### src/rtl/fastram_arbiter_pkg.sv
// Shared types for the fast-RAM arbiter: FSM state encoding, grant identity
// and the wait-count width.
package fastram_arbiter_pkg;

  typedef enum logic [2:0] {
    S_IDLE     = 3'd0,
    S_CPU_ACC  = 3'd1,
    S_CPU_HOLD = 3'd2,
    S_PI_ACC   = 3'd3,
    S_PI_HOLD  = 3'd4
  } state_t;

  typedef enum logic {
    GRANT_CPU = 1'b0,
    GRANT_PI  = 1'b1
  } grant_t;

  localparam int unsigned WAIT_W = 2;

  // Clamp a wait-cycle parameter into the 2-bit counter range.
  function automatic logic [WAIT_W-1:0] wait_cfg(input int unsigned w);
    return (w > 3) ? 2'd3 : WAIT_W'(w);
  endfunction

endpackage

### src/rtl/fastram_arbiter_wait_timer.sv
// 2-bit saturating wait counter shared by the CPU and Pi access phases;
// done flags that the programmed number of wait cycles has elapsed.
module fastram_arbiter_wait_timer
  import fastram_arbiter_pkg::*;
(
  input  logic              CLK,
  input  logic              _RST,
  input  logic              load,
  input  logic              en,
  input  logic [WAIT_W-1:0] target,
  output logic              done
);

  logic [WAIT_W-1:0] cnt;

  always_ff @(posedge CLK or negedge _RST) begin
    if (!_RST) begin
      cnt <= '0;
    end else if (load) begin
      cnt <= '0;
    end else if (en && (cnt != 2'd3)) begin
      cnt <= cnt + 2'd1;
    end
  end

  assign done = (cnt == target);

endmodule

### src/rtl/fastram_arbiter.sv
// Fast-RAM arbiter: shares the SRAM between 68K bus cycles and the Pi host port,
// generating registered SRAM strobes, mux selects, DTACK and the Pi handshake.
//
// state      | meaning
// S_IDLE     | SRAM idle, arbitrating between cpu_req and pi_req
// S_CPU_ACC  | 68K access strobes active, counting WAIT_CPU
// S_CPU_HOLD | DTACK asserted, waiting for _AS to rise
// S_PI_ACC   | Pi access strobes active, counting WAIT_PI
// S_PI_HOLD  | pi_ack asserted, waiting for pi_req to fall
module fastram_arbiter
  import fastram_arbiter_pkg::*;
#(
  parameter int unsigned WAIT_CPU = 1,
  parameter int unsigned WAIT_PI  = 1
) (
  input  logic       CLK,
  input  logic       _RST,
  input  logic       _AS,
  input  logic       _UDS,
  input  logic       _LDS,
  input  logic       RW,
  input  logic       ramce,
  input  logic       pi_req,
  input  logic       pi_rw,
  input  logic [1:0] pi_be,
  output logic       pi_ack,
  output logic       DTACK,
  output logic       _RAMCE,
  output logic       _RAMOE,
  output logic       _RAMWE,
  output logic       _RAMUB,
  output logic       _RAMLB,
  output logic       addr_sel,
  output logic       cpu_oe
);

  state_t      st, st_nxt;
  grant_t      last_grant;
  logic        cpu_req;
  logic        grant, grant_pi;
  logic        acc_rw, acc_rw_nxt;
  logic [1:0]  lane, lane_nxt;
  logic        tmr_load, tmr_en, tmr_done;
  logic [WAIT_W-1:0] tmr_target;
  logic        nxt_idle, nxt_acc, nxt_cpu;

  assign cpu_req = ramce & ~_AS & (~_UDS | ~_LDS);

  // Direction and byte lanes are captured at grant and held for the whole access.
  always_comb begin
    st_nxt     = st;
    grant      = 1'b0;
    grant_pi   = 1'b0;
    acc_rw_nxt = acc_rw;
    lane_nxt   = lane;
    case (st)
      S_IDLE: begin
        if (cpu_req && (!pi_req || (last_grant == GRANT_PI))) begin
          st_nxt     = S_CPU_ACC;
          grant      = 1'b1;
          acc_rw_nxt = RW;
          lane_nxt   = {~_UDS, ~_LDS};
        end else if (pi_req) begin
          st_nxt     = S_PI_ACC;
          grant      = 1'b1;
          grant_pi   = 1'b1;
          acc_rw_nxt = pi_rw;
          lane_nxt   = pi_be;
        end
      end
      S_CPU_ACC: begin
        if (_AS)           st_nxt = S_IDLE;
        else if (tmr_done) st_nxt = S_CPU_HOLD;
      end
      S_CPU_HOLD: begin
        if (_AS) st_nxt = S_IDLE;
      end
      S_PI_ACC: begin
        if (!pi_req)       st_nxt = S_IDLE;
        else if (tmr_done) st_nxt = S_PI_HOLD;
      end
      S_PI_HOLD: begin
        if (!pi_req) st_nxt = S_IDLE;
      end
      default: st_nxt = S_IDLE;
    endcase
  end

  assign tmr_load   = (st == S_IDLE);
  assign tmr_en     = (st == S_CPU_ACC) || (st == S_PI_ACC);
  assign tmr_target = (st == S_PI_ACC) ? wait_cfg(WAIT_PI) : wait_cfg(WAIT_CPU);

  fastram_arbiter_wait_timer u_wait_timer (
    .CLK    (CLK),
    ._RST   (_RST),
    .load   (tmr_load),
    .en     (tmr_en),
    .target (tmr_target),
    .done   (tmr_done)
  );

  assign nxt_idle = (st_nxt == S_IDLE);
  assign nxt_acc  = (st_nxt == S_CPU_ACC) || (st_nxt == S_PI_ACC);
  assign nxt_cpu  = (st_nxt == S_CPU_ACC) || (st_nxt == S_CPU_HOLD);

  // Strobes are decoded from the next state so the pins change only on CLK edges.
  always_ff @(posedge CLK or negedge _RST) begin
    if (!_RST) begin
      st         <= S_IDLE;
      last_grant <= GRANT_PI;
      acc_rw     <= 1'b1;
      lane       <= 2'b00;
      addr_sel   <= 1'b0;
      _RAMCE     <= 1'b1;
      _RAMOE     <= 1'b1;
      _RAMWE     <= 1'b1;
      _RAMUB     <= 1'b1;
      _RAMLB     <= 1'b1;
      cpu_oe     <= 1'b0;
      DTACK      <= 1'b0;
      pi_ack     <= 1'b0;
    end else begin
      st     <= st_nxt;
      acc_rw <= acc_rw_nxt;
      lane   <= lane_nxt;
      if (grant) begin
        last_grant <= grant_pi ? GRANT_PI : GRANT_CPU;
        addr_sel   <= grant_pi;
      end
      _RAMCE <= nxt_idle;
      _RAMUB <= nxt_idle | ~lane_nxt[1];
      _RAMLB <= nxt_idle | ~lane_nxt[0];
      _RAMOE <= nxt_idle | ~acc_rw_nxt;
      _RAMWE <= ~(nxt_acc & ~acc_rw_nxt);
      cpu_oe <= nxt_cpu & acc_rw_nxt;
      DTACK  <= (st_nxt == S_CPU_HOLD);
      pi_ack <= (st_nxt == S_PI_HOLD);
    end
  end

endmodule

### config.mk
export PLATFORM = sky130hd
export DESIGN_NAME = fastram_arbiter
export DESIGN_NICKNAME = d
export VERILOG_FILES = /design/src/rtl/fastram_arbiter_pkg.sv /design/src/rtl/fastram_arbiter_wait_timer.sv /design/src/rtl/fastram_arbiter.sv
export SDC_FILE = /design/constraint.sdc
export NUM_CORES = 1
export LEC_CHECK = 0
export BUFFER_PORTS_ARGS = -buffer_cell sky130_fd_sc_hd__buf_4
export CAP_MARGIN = 20
export CORE_MARGIN = 2
export CORE_UTILIZATION = 47
export DETAILED_ROUTE_END_ITERATION = 10
export PLACE_DENSITY = 0.73
export SETUP_SLACK_MARGIN = 0.05
export SYNTH_ARGS = -nofsm -noshare
export SYNTH_HDL_FRONTEND = slang
export SYNTH_SLANG_ARGS = --single-unit
### constraint.sdc
create_clock -name CLK -period 1.8 [get_ports CLK]
set_input_delay 0.18 -clock CLK [delete_from_list [all_inputs] [get_ports CLK]]
set_output_delay 0.18 -clock CLK [all_outputs]
set_load 0.1 [all_outputs]
==> results.cfg <==
[floorplanning]
top_level_ports = 20
chipHeight_um = 49.2
core_region_area_um2 = 1940
initial_utilization_pct = 49.5
floorplan.die_area_um2 = 2430
die_w_um = 49.2
total_number_of_placement_rows = 16

[timing]
fin_tns_setup_ns = 0
worst_clock_skew_ns = 0.00355
worst_pin_slew_ns = 0.465
timing.hold.ws_ns = 0.109
slew-limit-headroom_pct = 68.6
final_min_period_over_clock_period_pct = 93.9
fmax_ghz = 0.591
timing.final.setup_violations = 0
grt_setup_unrepaired = no
slew_violations = 0
report.final.hold_viol_count = 0
finalWorstPathRequiredPeriod_ns = 1.69

[logic_synthesis]
synth_async_sr_flop_share_pct = 100
mapped_cell_area_um2 = 962
post_synth_num_cell_types = 43
mappedNetlistNets = 100
syn_area_per_cell_um2 = 11.1
synth_ff_type = sky130_fd_sc_hd__dfrtp_1
edff_count_synth = 0
ys.warnings.count = 0
postSynthRegisterBits = 18
netlist_instances = 87
yosysSeqAreaShare_pct = 47.7

[clocking]
cts.clk_slew.worst_paths_ns = 0.10
clkSinkCount = 18
number_of_cts_inserted_buffers = 3
post-cts-setup-buffers = 0
insertion_delay_to_the_later_sink_of_the_worst_skew_pair_ns = 0.29
clockBufferDepth = 2
cts-htree-levels = 1
cts_root_buffer = sky130_fd_sc_hd__clkbuf_4
tritoncts = done

[drt]
vias_per_cell = 5.33
vias = 757
detail_route.first_pass.iterations = 4
wl_per_cell_um = 13.3
detail_route.wirelength_um = 1900
drc = 0
drt_iter0_markers = 1
drt.antenna.violating_nets = 0

[pwr]
vdd_ir_drop_max_uv = 1080
leak_uw = 0.000576
p_per_area_nw_per_um2 = 1900

[critical_path]
regToRegSetupSlack_ns = 0.11
path_max_fanout = 4
timing.setup.critical_path_class = reg2reg
worst_setup_path_endpoint = _RAMOE$_DFF_PN1_
endpoint_kind = flip-flop
timing.rr.start = u_wait_timer.cnt[0]$_DFFE_PN0P_
arrival_ns = 1.92
critical_path_required_ns = 2.03
worstSetupStartpoint = u_wait_timer.cnt[0]$_DFFE_PN0P_
critical_path.startpoint_type = flip-flop
worst_r2r_path_depth = 5
critical_path.reg2reg.endpoint = _RAMOE$_DFF_PN1_

[grt]
pin_count_of_the_biggest_net_entering_global_routing = 19
grt_pass1_vias = 709
antenna_found_initial = 0
grt_remaining_overflow = 0
track_usage_pct = 17.5
grt_first_pass_wirelength_um = 3270

[run_status]
run_status = finished, final reports clean

[placed_design]
instance_area_at_placement_um2 = 1180
i_o_buffers = 19
place.detailed.hpwl_um = 1440
gpl.final_weighted_congestion = 0.763
placed_cells = 137

[finish]
fraction_of_final_layout_cells_sized_beyond_drive_strength_1_pct = 43.5
antenna-diode-count = 0
fin_cells = 142
post-route-util_pct = 63.7
layout.nets = 129
syn2layout_area_growth_pct = 28.5
layout.cell_area.non_filler_um2 = 1240

[run]
max_cap_viol = 0

[min_path]
hold_path.class = in2reg
[metrics by stage]
| step | setup WS (ns) | power [uW] |
|---|---|---|
| 3_5_place_dp | 0.0703 | 2090 |
| 6_report | 0.109 | 2350 |
| 5_1_grt | 0.0499 | 2490 |
| 4_1_cts | 0.0611 | 2350 |
| 3_3_place_gp | 0.101 | 2070 |
| 2_1_floorplan | 0.0554 | 1780 |
[worst max-delay path: stages (launching register included)]
cell and delay [ns]:
sky130_fd_sc_hd__dfrtp_1 0.41, sky130_fd_sc_hd__ha_2 0.20, sky130_fd_sc_hd__or4b_4 0.48, sky130_fd_sc_hd__a31o_1 0.21, sky130_fd_sc_hd__o2111ai_2 0.09, sky130_fd_sc_hd__a21bo_1 0.24
[worst min-delay path by stage]
stage / cells past startpoint / from / slack (ns) / end
2_1_floorplan: 0 / _RST / -0.12 / DTACK$_DFF_PN0_
3_3_place_gp: 1 / _RST / 0.06 / cpu_oe$_DFF_PN0_
3_5_place_dp: 1 / _RST / 0.06 / st[0]$_DFF_PN0_
4_1_cts: 2 / _AS / 0.11 / DTACK$_DFF_PN0_
5_1_grt: 2 / _AS / 0.10 / DTACK$_DFF_PN0_
6_report: 2 / _AS / 0.11 / DTACK$_DFF_PN0_
[synth_stat cells (2+ instances only)]
master | count | area [um2]
sky130_fd_sc_hd__buf_2 | 2 | 10.0
sky130_fd_sc_hd__a31o_1 | 2 | 17.5
sky130_fd_sc_hd__o21ai_1 | 4 | 20.0
sky130_fd_sc_hd__nor2_1 | 2 | 7.51
sky130_fd_sc_hd__nand2b_1 | 3 | 18.8
sky130_fd_sc_hd__nor3_1 | 2 | 10.0
sky130_fd_sc_hd__o311ai_0 | 3 | 26.3
sky130_fd_sc_hd__ha_1 | 2 | 25.0
sky130_fd_sc_hd__a22o_1 | 2 | 17.5
sky130_fd_sc_hd__inv_1 | 5 | 18.8
sky130_fd_sc_hd__dfstp_2 | 7 | 184
sky130_fd_sc_hd__or3_1 | 4 | 25.0
sky130_fd_sc_hd__a21oi_1 | 4 | 20.0
sky130_fd_sc_hd__clkbuf_1 | 2 | 7.51
sky130_fd_sc_hd__nand2_1 | 3 | 11.3
sky130_fd_sc_hd__dfrtp_1 | 11 | 275
sky130_fd_sc_hd__o21a_1 | 2 | 15.0
sky130_fd_sc_hd__or2_2 | 2 | 12.5
[power by group]
part | switching, uW | leakage, uW | internal (uW)
logic | 955 | 0.000340 | 490
clock network | 124 | 0.0000210 | 123
registers | 58.3 | 0.000214 | 602
[flip-flops by register name, summed over array words and instances (netlist names)]
| signal | flops |
|---|---|
| _RAMLB | 1 |
| u_wait_timer.cnt | 2 |
| last_grant | 1 |
| cpu_oe | 1 |
| DTACK | 1 |
| lane | 2 |
| _RAMOE | 1 |
| _RAMWE | 1 |
| acc_rw | 1 |
| _RAMCE | 1 |
| addr_sel | 1 |
| pi_ack | 1 |
| st | 3 |
| _RAMUB | 1 |
[repair_timing]
item,4_1_cts,5_1_grt
endpoints found under the hold margin,18,0
hold buffers,1,0
resized for setup,1,3
pin swaps,2,2
endpoints found under the setup margin,1,2
[cell usage in the layout (no fill, tap or decap), types with 3 or more instances in the layout]
cell and count:
sky130_fd_sc_hd__inv_1 5, sky130_fd_sc_hd__nand2b_1 3, sky130_fd_sc_hd__o21ai_1 3, sky130_fd_sc_hd__or3_1 4, sky130_fd_sc_hd__clkbuf_4 3, sky130_fd_sc_hd__nand2_1 3
sky130_fd_sc_hd__dfstp_2 7, sky130_fd_sc_hd__a21oi_1 4, sky130_fd_sc_hd__buf_4 28, sky130_fd_sc_hd__dfrtp_1 11, sky130_fd_sc_hd__o311ai_0 3
[final cells by class]
type                       count  area, um2
inverter                       5       18.8
fill                         165        706
sequential                    18        459
multi-input combinational     59        468
tap                           27       33.8
timing repair buffer          29        220
clock buffer                   4       36.3
[logic make-up after synthesis]
family	after synthesis	synth area share, %
AOI/OAI and AO/OA	28	23.7
adders and majority gates	2	2.60
buffers and inverters	10	4.94
DFF	18	47.7
and+or+nand+nor	29	21.1
[metal layers]
metal  routed length (um)  vias to the layer above  GRT usage, %
met1                  848                      351          22.7
met4                   19                        0          5.71
li1                     -                      383             -
met5                    0                        -             0
met3                   92                        2          2.76
met2                  935                       21          29.7
(Power assumes the default switching activity.)
